**config.mk**
```make
export PLATFORM = sky130hd
export DESIGN_NAME = div32_seq_flat
export DESIGN_NICKNAME = d
export VERILOG_FILES = /design/src/rtl/div32_seq_pkg.sv /design/src/rtl/div32_seq_if.sv /design/src/rtl/div32_seq_step.sv /design/src/rtl/div32_seq.sv /design/src/flat_wrapper.sv
export SDC_FILE = /design/constraint.sdc
export NUM_CORES = 1
export LEC_CHECK = 0
export CORE_MARGIN = 5
export CORE_UTILIZATION = 54
export DETAILED_ROUTE_END_ITERATION = 6
export GPL_TIMING_DRIVEN = 0
export PLACE_DENSITY = 0.81
export SETUP_SLACK_MARGIN = 0.5
export SYNTH_ARGS = -nofsm -noshare
export SYNTH_HDL_FRONTEND = slang
export SYNTH_HIERARCHICAL = 1
export SYNTH_SLANG_ARGS = --single-unit
```
**constraint.sdc**
```tcl
create_clock -name i_clk -period 6.4 [get_ports i_clk]
set_input_delay 1.92 -clock i_clk [delete_from_list [all_inputs] [get_ports i_clk]]
set_output_delay 1.92 -clock i_clk [all_outputs]
set_load 0.05 [all_outputs]
```
**src/rtl/div32_seq_pkg.sv**
```systemverilog
// Shared types and constants for the sequential signed divider.
// Covers FSM states, iteration count, result word split and a magnitude helper.
package div32_seq_pkg;

    localparam int WIDTH    = 32;
    localparam int DIV_ITER = 32;
    localparam int CNT_W    = $clog2(DIV_ITER);

    // Rz layout: remainder to ZHigh, quotient to ZLow.
    localparam int ZHI_MSB = 2 * WIDTH - 1;
    localparam int ZHI_LSB = WIDTH;
    localparam int ZLO_MSB = WIDTH - 1;
    localparam int ZLO_LSB = 0;

    typedef enum logic [1:0] {
        IDLE = 2'd0,
        RUN  = 2'd1,
        FIX  = 2'd2,
        DONE = 2'd3
    } state_t;

    // Unsigned magnitude; -2^(WIDTH-1) maps to exactly 2^(WIDTH-1).
    function automatic logic [WIDTH-1:0] abs_val(input logic [WIDTH-1:0] x);
        return x[WIDTH-1] ? -x : x;
    endfunction

endpackage

```
**src/rtl/div32_seq_if.sv**
```systemverilog
// Start/done handshake and operand/result bus between control unit and divider.
// Names are from the divider's point of view.
interface div32_seq_if;
    import div32_seq_pkg::*;

    logic                   i_start;
    logic [WIDTH-1:0]       i_ra;
    logic [WIDTH-1:0]       i_rb;
    logic [2*WIDTH-1:0]     o_rz;
    logic                   o_busy;
    logic                   o_done;
    logic                   o_dz;

    modport master (
        output i_start, i_ra, i_rb,
        input  o_rz, o_busy, o_done, o_dz
    );

    modport slave (
        input  i_start, i_ra, i_rb,
        output o_rz, o_busy, o_done, o_dz
    );

endinterface

```
**src/rtl/div32_seq_step.sv**
```systemverilog
// One non-restoring iteration: shift {P,Q} left, then add or subtract the divisor
// depending on the sign of P before the shift.
module nr_div_step
    import div32_seq_pkg::*;
(
    input  logic [WIDTH:0]   i_p,
    input  logic             i_q_msb,
    input  logic [WIDTH-1:0] i_d,
    output logic [WIDTH:0]   o_p,
    output logic             o_q_bit
);

    logic [WIDTH:0] w_shift;
    logic [WIDTH:0] w_d_ext;

    assign w_shift = {i_p[WIDTH-1:0], i_q_msb};
    assign w_d_ext = {1'b0, i_d};
    assign o_p     = i_p[WIDTH] ? (w_shift + w_d_ext) : (w_shift - w_d_ext);
    assign o_q_bit = ~o_p[WIDTH];

endmodule

```
**src/rtl/div32_seq.sv**
```systemverilog
// Sequential signed 32-bit non-restoring divider; Rz = {remainder, quotient}.
// FSM IDLE -> RUN (32 iterations) -> FIX (restore and sign) -> DONE; all outputs registered.
module div32_seq
    import div32_seq_pkg::*;
(
    input  logic        i_clk,
    input  logic        i_rst,
    div32_seq_if.slave  bus
);

    state_t               r_state;
    logic [CNT_W-1:0]     r_count;
    logic [WIDTH:0]       r_p;
    logic [WIDTH-1:0]     r_q;
    logic [WIDTH-1:0]     r_d;
    logic                 r_qneg;
    logic                 r_rneg;
    logic                 r_dz;
    logic                 r_busy;
    logic                 r_done;
    logic [2*WIDTH-1:0]   r_rz;

    logic [WIDTH:0]       w_p_next;
    logic                 w_q_bit;
    logic [WIDTH-1:0]     w_rem_mag;
    logic [WIDTH-1:0]     w_rem;
    logic [WIDTH-1:0]     w_quo;

    nr_div_step u_step (
        .i_p     (r_p),
        .i_q_msb (r_q[WIDTH-1]),
        .i_d     (r_d),
        .o_p     (w_p_next),
        .o_q_bit (w_q_bit)
    );

    // A negative final partial remainder overshot by one divisor.
    assign w_rem_mag = r_p[WIDTH] ? (r_p[WIDTH-1:0] + r_d) : r_p[WIDTH-1:0];
    assign w_rem     = r_rneg ? -w_rem_mag : w_rem_mag;
    assign w_quo     = r_qneg ? -r_q : r_q;

    // NOTE: state is updated with non-blocking assignments so every register
    // samples pre-edge values regardless of statement order.
    always_ff @(posedge i_clk or posedge i_rst) begin
        if (i_rst) begin
            r_state <= IDLE;
            r_count <= '0;
            r_p     <= '0;
            r_q     <= '0;
            r_d     <= '0;
            r_qneg  <= 1'b0;
            r_rneg  <= 1'b0;
            r_dz    <= 1'b0;
            r_busy  <= 1'b0;
            r_done  <= 1'b0;
            r_rz    <= '0;
        end else begin
            case (r_state)
                IDLE: begin
                    r_done <= 1'b0;
                    if (bus.i_start) begin
                        r_busy  <= 1'b1;
                        r_p     <= '0;
                        r_count <= '0;
                        r_dz    <= (bus.i_rb == '0);
                        if (bus.i_rb != '0) begin
                            r_q     <= abs_val(bus.i_ra);
                            r_d     <= abs_val(bus.i_rb);
                            r_qneg  <= bus.i_ra[WIDTH-1] ^ bus.i_rb[WIDTH-1];
                            r_rneg  <= bus.i_ra[WIDTH-1];
                            r_state <= RUN;
                        end else begin
                            r_q     <= bus.i_ra;
                            r_state <= FIX;
                        end
                    end
                end
                RUN: begin
                    r_p     <= w_p_next;
                    r_q     <= {r_q[WIDTH-2:0], w_q_bit};
                    r_count <= r_count + 1'b1;
                    if (r_count == CNT_W'(DIV_ITER - 1))
                        r_state <= FIX;
                end
                FIX: begin
                    if (r_dz) begin
                        r_rz[ZHI_MSB:ZHI_LSB] <= r_q;
                        r_rz[ZLO_MSB:ZLO_LSB] <= '1;
                    end else begin
                        r_rz[ZHI_MSB:ZHI_LSB] <= w_rem;
                        r_rz[ZLO_MSB:ZLO_LSB] <= w_quo;
                    end
                    r_done  <= 1'b1;
                    r_state <= DONE;
                end
                DONE: begin
                    r_done  <= 1'b0;
                    r_busy  <= 1'b0;
                    r_state <= IDLE;
                end
                default: r_state <= IDLE;
            endcase
        end
    end

    assign bus.o_rz   = r_rz;
    assign bus.o_busy = r_busy;
    assign bus.o_done = r_done;
    assign bus.o_dz   = r_dz;

endmodule

```
**src/flat_wrapper.sv**
```systemverilog
// flat-port wrapper written by rule: the top's interface ports become plain ports
module div32_seq_flat import div32_seq_pkg::*;
  (i_clk, i_rst, bus_i_start, bus_i_ra, bus_i_rb, bus_o_rz, bus_o_busy, bus_o_done, bus_o_dz);
  div32_seq_if bus_i ();
  input  logic i_clk;
  input  logic i_rst;
  input wire logic [$bits(bus_i.i_start)-1:0] bus_i_start;
  input wire logic [$bits(bus_i.i_ra)-1:0] bus_i_ra;
  input wire logic [$bits(bus_i.i_rb)-1:0] bus_i_rb;
  output wire logic [$bits(bus_i.o_rz)-1:0] bus_o_rz;
  output wire logic [$bits(bus_i.o_busy)-1:0] bus_o_busy;
  output wire logic [$bits(bus_i.o_done)-1:0] bus_o_done;
  output wire logic [$bits(bus_i.o_dz)-1:0] bus_o_dz;
  assign bus_i.i_start = bus_i_start;
  assign bus_i.i_ra = bus_i_ra;
  assign bus_i.i_rb = bus_i_rb;
  assign bus_o_rz = bus_i.o_rz;
  assign bus_o_busy = bus_i.o_busy;
  assign bus_o_done = bus_i.o_done;
  assign bus_o_dz = bus_i.o_dz;
  div32_seq u_core (.i_clk(i_clk), .i_rst(i_rst), .bus(bus_i));
endmodule
```
# Yosys cells after proc, flatten, opt, wreduce, memory -nomap -nowiden
# Index checks and enable logic that the tools add are counted.
[word_totals]
register_bits = 173
latch_bits = 0
ramBits = 0
rom_bits = 0
input_bits = 67
out_inout_bits = 67
wordCells = 60
memories = 0
[classes]
n_addsub = 8
multipliers = 0
div_mod_pow = 0
order_cmp = 0
eq_ne = 6
shift = 0
n_mux = 21
n_bitwise = 2
reduce_logical = 12
[ops]
columns = ["cell", "count"]
rows = [
  ["$mux W32", 7],
  ["$neg A32 Y32", 4],
  ["$mux W33", 2],
  ["$pmux W33 S2", 1],
  ["$mux W64", 1],
  ["$pmux W32 S2", 1],
  ["$add A33 B32 Y33", 1],
  ["$sub A33 B32 Y33", 1],
  ["$add A32 B32 Y32", 1],
  ["$logic_not A32 Y1", 1],
  ["$reduce_bool A32 Y1", 1],
  ["$pmux W5 S2", 1],
  ["$pmux W2 S4", 1],
  ["$reduce_and A2 Y1", 4],
  ["$mux W2", 3],
  ["$reduce_bool A2 Y1", 3],
  ["$add A5 B1 Y5 const B", 1],
  ["$eq A5 B5 Y1 const B", 1],
  ["$mux W5", 1],
  ["$eq A2 B2 Y1 const B", 2],
  ["$pmux W1 S2", 2],
  ["$reduce_and A3 Y1", 1],
  ["$eq A2 B1 Y1 const B", 1],
  ["$logic_not A2 Y1", 1],
  ["other kinds (6)", 6],
]

# Longest topological paths before layout
[logic_depth]
ltp_word = 5
depth_mapped = 17
ltp_nobuf = 17

# Modules after synthesis
# Netlist, hierarchy kept.
[by_module_without_submodules]
columns = ["mod", "n_inst", "cells_per_inst", "area_each_um2", "seq_area_each_um2"]
rows = [
  ["div32_seq", 1, 1398, 11828.8, 4329.2],
  ["nr_div_step", 1, 341, 2551.2, 0.0],
]

# Worst setup path before layout
# OpenSTA, ideal clock, no wires.
[synth_timing]
kind = "in2reg"
from = "input port bus_i_rb[13]"
to = "register u_core.r_q[7]"
setup_time_ns = 0.134
arrival_time_ns = 4.488
t_required_ns = 6.266
setup_slack_ns = 1.778
stages = 12
n_path_buf = 1
cell_sequence = "or4_1 nor4_1 nor2b_1 nand3_1 or4_1 and2_1 clkbuf_1 o21ai_0 xor2_1 nor2_1 a21oi_1 o21ai_0"
[synth_between]
elab_chain_len = 4
[synth_rtl]
columns = ["element", "line_no", "text"]
rows = [
  ["from (decl)", "flat_wrapper.sv:9", "input wire logic [$bits(bus_i.i_rb)-1:0] bus_i_rb;"],
  ["$reduce_bool A32 Y1", "div32_seq.sv:66", "if (bus.i_rb != '0) begin"],
  ["$mux W32", "div32_seq.sv:66", ""],
  ["$mux W32", "div32_seq.sv:61", "if (bus.i_start) begin"],
  ["$pmux W32 S2", "div32_seq.sv:58", "case (r_state)"],
  ["to (signal assigned)", "div32_seq.sv:67", "r_q <= abs_val(bus.i_ra);"],
  ["to (signal assigned)", "div32_seq.sv:73", "r_q <= bus.i_ra;"],
  ["to (signal assigned)", "div32_seq.sv:80", "r_q <= {r_q[WIDTH-2:0], w_q_bit};"],
  ["to (decl)", "div32_seq.sv:14", "logic [WIDTH-1:0] r_q;"],
]
# Every way passes these cells. The select of a mux whose other input is x is not followed.
# A chain may end at the register's enable or synchronous reset.

# Worst setup path after layout
[layout_timing]
from = "input port bus_i_rb[3]"
to = "register u_core.r_d[5]"
[layout_between]
elab_chain_len = 2
elab_cells_between_ends = 4
classes_between = "add/sub: 1; mux: 1; reduce/logical: 2"
[layout_rtl]
columns = ["element", "line_no", "text"]
rows = [
  ["$neg A32 Y32 / $reduce_bool A32 Y1 (equally long branches)", "div32_seq_pkg.sv:24, div32_seq.sv:66", ""],
  ["$mux W32 / $reduce_and A3 Y1 (equally long branches)", "-", ""],
  ["to (signal assigned)", "div32_seq.sv:68", "r_d <= abs_val(bus.i_rb);"],
  ["to (decl)", "div32_seq.sv:15", "logic [WIDTH-1:0] r_d;"],
]
# Several ways; a longest one is shown, not always the timed one.

==> results_dict.tcl <==
set metrics [dict create \
    wl_met2_um 21100 \
    std_cell_rows 59 \
    max_clock_freq_mhz 177 \
    synth_area_mm2 0.0144 \
    synth_top_area_frac 0.301 \
    grt_max_degree 43 \
    cts_buffers 17 \
    top_layer "met4" \
    wl_met1_um 19000 \
    synthFlopType "dfrtp_1" \
    vias 14205 \
    yosys.area.top_type "dfrtp_1" \
    dpl.cell_count 2211 \
    firstDrtPassIters 5 \
    setup_slack_ns 0.751 \
    antenna_cells 0 \
    drtAntennaViolNets 0 \
    holdCritPathClass "reg2reg" \
    synth_cells 1739 \
    synth_nets 1884 \
    crit_chain "clkdlybuf4s50_1 -> or4_1 -> nor4_1 -> and2_1 -> nand3_1 -> or4_1 -> inv_1 -> nor2_1 -> clkbuf_1 -> clkbuf_1 -> nor2_1 -> a21oi_1" \
    portBuffers 133 \
    tritoncts "built" \
    synthTopCellsByArea "dfrtp_1 30%, xor2_1 7.4%, a21oi_1 7.3%" \
    via_per_inst 6.34 \
    critPathLaunchType "input port" \
    fin_crit_ns 5.65 \
    grt_overflow 0 \
    drive_gt1_frac 0.0577 \
    die_w_um 173 \
    grtUsageTotal 0.295 \
    final_cells 2241 \
    drc 0 \
    die_area_mm2 0.0300 \
    rsz0062_at_grt "false" \
    nets 2040 \
    start_util 0.550 \
    post-dp-hpwl_um 35900 \
    cts_sinks 173 \
    crit_path_max_incr_delay_ns 0.74 \
    dr_wl_met3_um 2890 \
    cts_hold_buf 0 \
    yosys_warnings 6 \
    slowest_stage "or4_1" \
    gp_congestion 0.937 \
    synthArstFlopShare 1.00 \
    cp-end-kind "flop" \
    grt_pass1_vias 13739 \
    wl_um 45200 \
    cp.arrival_ns 5.94 \
    wl_per_cell_um 20.2 \
    clk_latency_ns 0.43 \
    fin_skew_ns 0.0173 \
    yosysSeqAreaShare 0.301 \
    synthTopCellsByCount "211 x a21oi_1, 183 x nor2_1, 173 x dfrtp_1" \
    finalCritPeriodShare 0.883 \
    maxSlewHeadroom 0.494 \
    pre_cts_slack_ns 0.410 \
    syn_area_per_cell_um2 8.27 \
    critPathRequiredTime_ns 6.69 \
    finalSetupViolCount 0 \
    worst_pin_slew_ns 0.759 \
    slew_violations 0 \
    max_cap_violations 0 \
    cts_resized 0 \
    grt_pass1_wl_um 72500 \
    path_clk_slew_ns 0.07 \
    cts_max_level 4 \
    area_growth_pct 16.5 \
    fp.dieH_um 173 \
    synth.distinct_cells 98 \
    core_area_mm2 0.0261 \
    status "finished, final reports clean" \
    path_max_fanout 10 \
    holdWs_ns 0.497 \
    first_iter_violations 1474 \
    io_pins 134 \
    crit_type "in2reg" \
    hold_viol 0 \
    clock_path_buffers 2 \
    synth_edf_count 0 \
    synth.most_common_cell "a21oi_1" \
    clockRootBuffer "clkbuf_16" \
    fin_tns_setup_ns 0 \
    post_cts_buffers 0 \
    antenna_found_initial 0 \
    synth-seq-cells 173 \
]
## critical path: cells and delay by family
kind,cells,cell delay (ns)
AOI/OAI and AO/OA,1,0.06
buffers and inverters,4,1.47
and+or+nand+nor,7,2.48
## placed cells by master, fill, tap and decap left out, drive strengths merged, types with 14 or more instances in the layout
master and count:
nand4 14, nor3 31, xor2 122, nor4 18
a21oi 216, nand3 30, clkdlybuf4s50 133, o211ai 17
inv 53, o31ai 34, dfrtp 173, nand2 136
a22o 37, nor2 185, a21o 20, buf 15
ha 76, mux2 16, or3 33, xnor2 65
o21ai 145, mux2i 22, or4 18, a31oi 24
clkbuf 96
## worst paths after layout
kind                                   start                   to  slack, ns  cells past startpoint
min in group asynchronous              i_rst    u_core/bus.o_done       1.91                      2
hold reg to reg            u_core/bus.o_done    u_core/bus.o_done       0.50                      2
setup / recovery                 bus_i_rb[3]        u_core/r_d[5]       0.75                     12
hold / removal             u_core/bus.o_done    u_core/bus.o_done       0.50                      2
setup reg to reg               u_core/r_d[0]  u_core/bus.o_rz[63]       1.48                     13
max in group asynchronous              i_rst  u_core/bus.o_rz[12]       3.61                      4
## kinds of logic after synthesis
kind of cell	after synthesis	synth area share
muxes	38	0.0287
xor gates and xnor gates	188	0.117
and+or+nand+nor	534	0.181
buffers and inverters	139	0.0370
AOI/OAI and AO/OA	589	0.266
adders and majority gates	78	0.0689
DFF	173	0.301
## cell type report
type | instances | area, µm²
Buffer | 88 | 340
Clock buffer | 19 | 453
Clock inverter | 11 | 86.3
Fill cell | 2268 | 9380
Inverter | 51 | 195
Multi-Input combinational cell | 1427 | 9520
Sequential cell | 173 | 4330
Tap cell | 335 | 419
Timing Repair Buffer | 137 | 1410
## sequential cells by signal, summed over array words and instances (netlist names), 2 cells and up
| signal | count |
|---|---|
| u_core/bus.o_rz | 64 |
| u_core/r_d | 32 |
| u_core/r_count | 5 |
| u_core/r_state | 2 |
| u_core/r_p | 33 |
| u_core/r_q | 32 |
## per-layer routing
| metal | up-vias | GRT usage |
|---|---|---|
| met1 | 6762 | 0.374 |
| met5 | - | 0 |
| met3 | 118 | 0.0421 |
| li1 | 6675 | - |
| met4 | 0 | 0.143 |
| met2 | 650 | 0.497 |
## metrics by stage
stage	instance area, µm²	util
5_1_grt	16800	0.641
6_report	16800	0.641
2_1_floorplan	14400	-
3_5_place_dp	16200	0.620
4_1_cts	16800	0.641
3_3_place_gp	16100	0.617
Power is not shown: default switching activity piles up to over one toggle a cycle in this logic, so the estimate is an artifact.
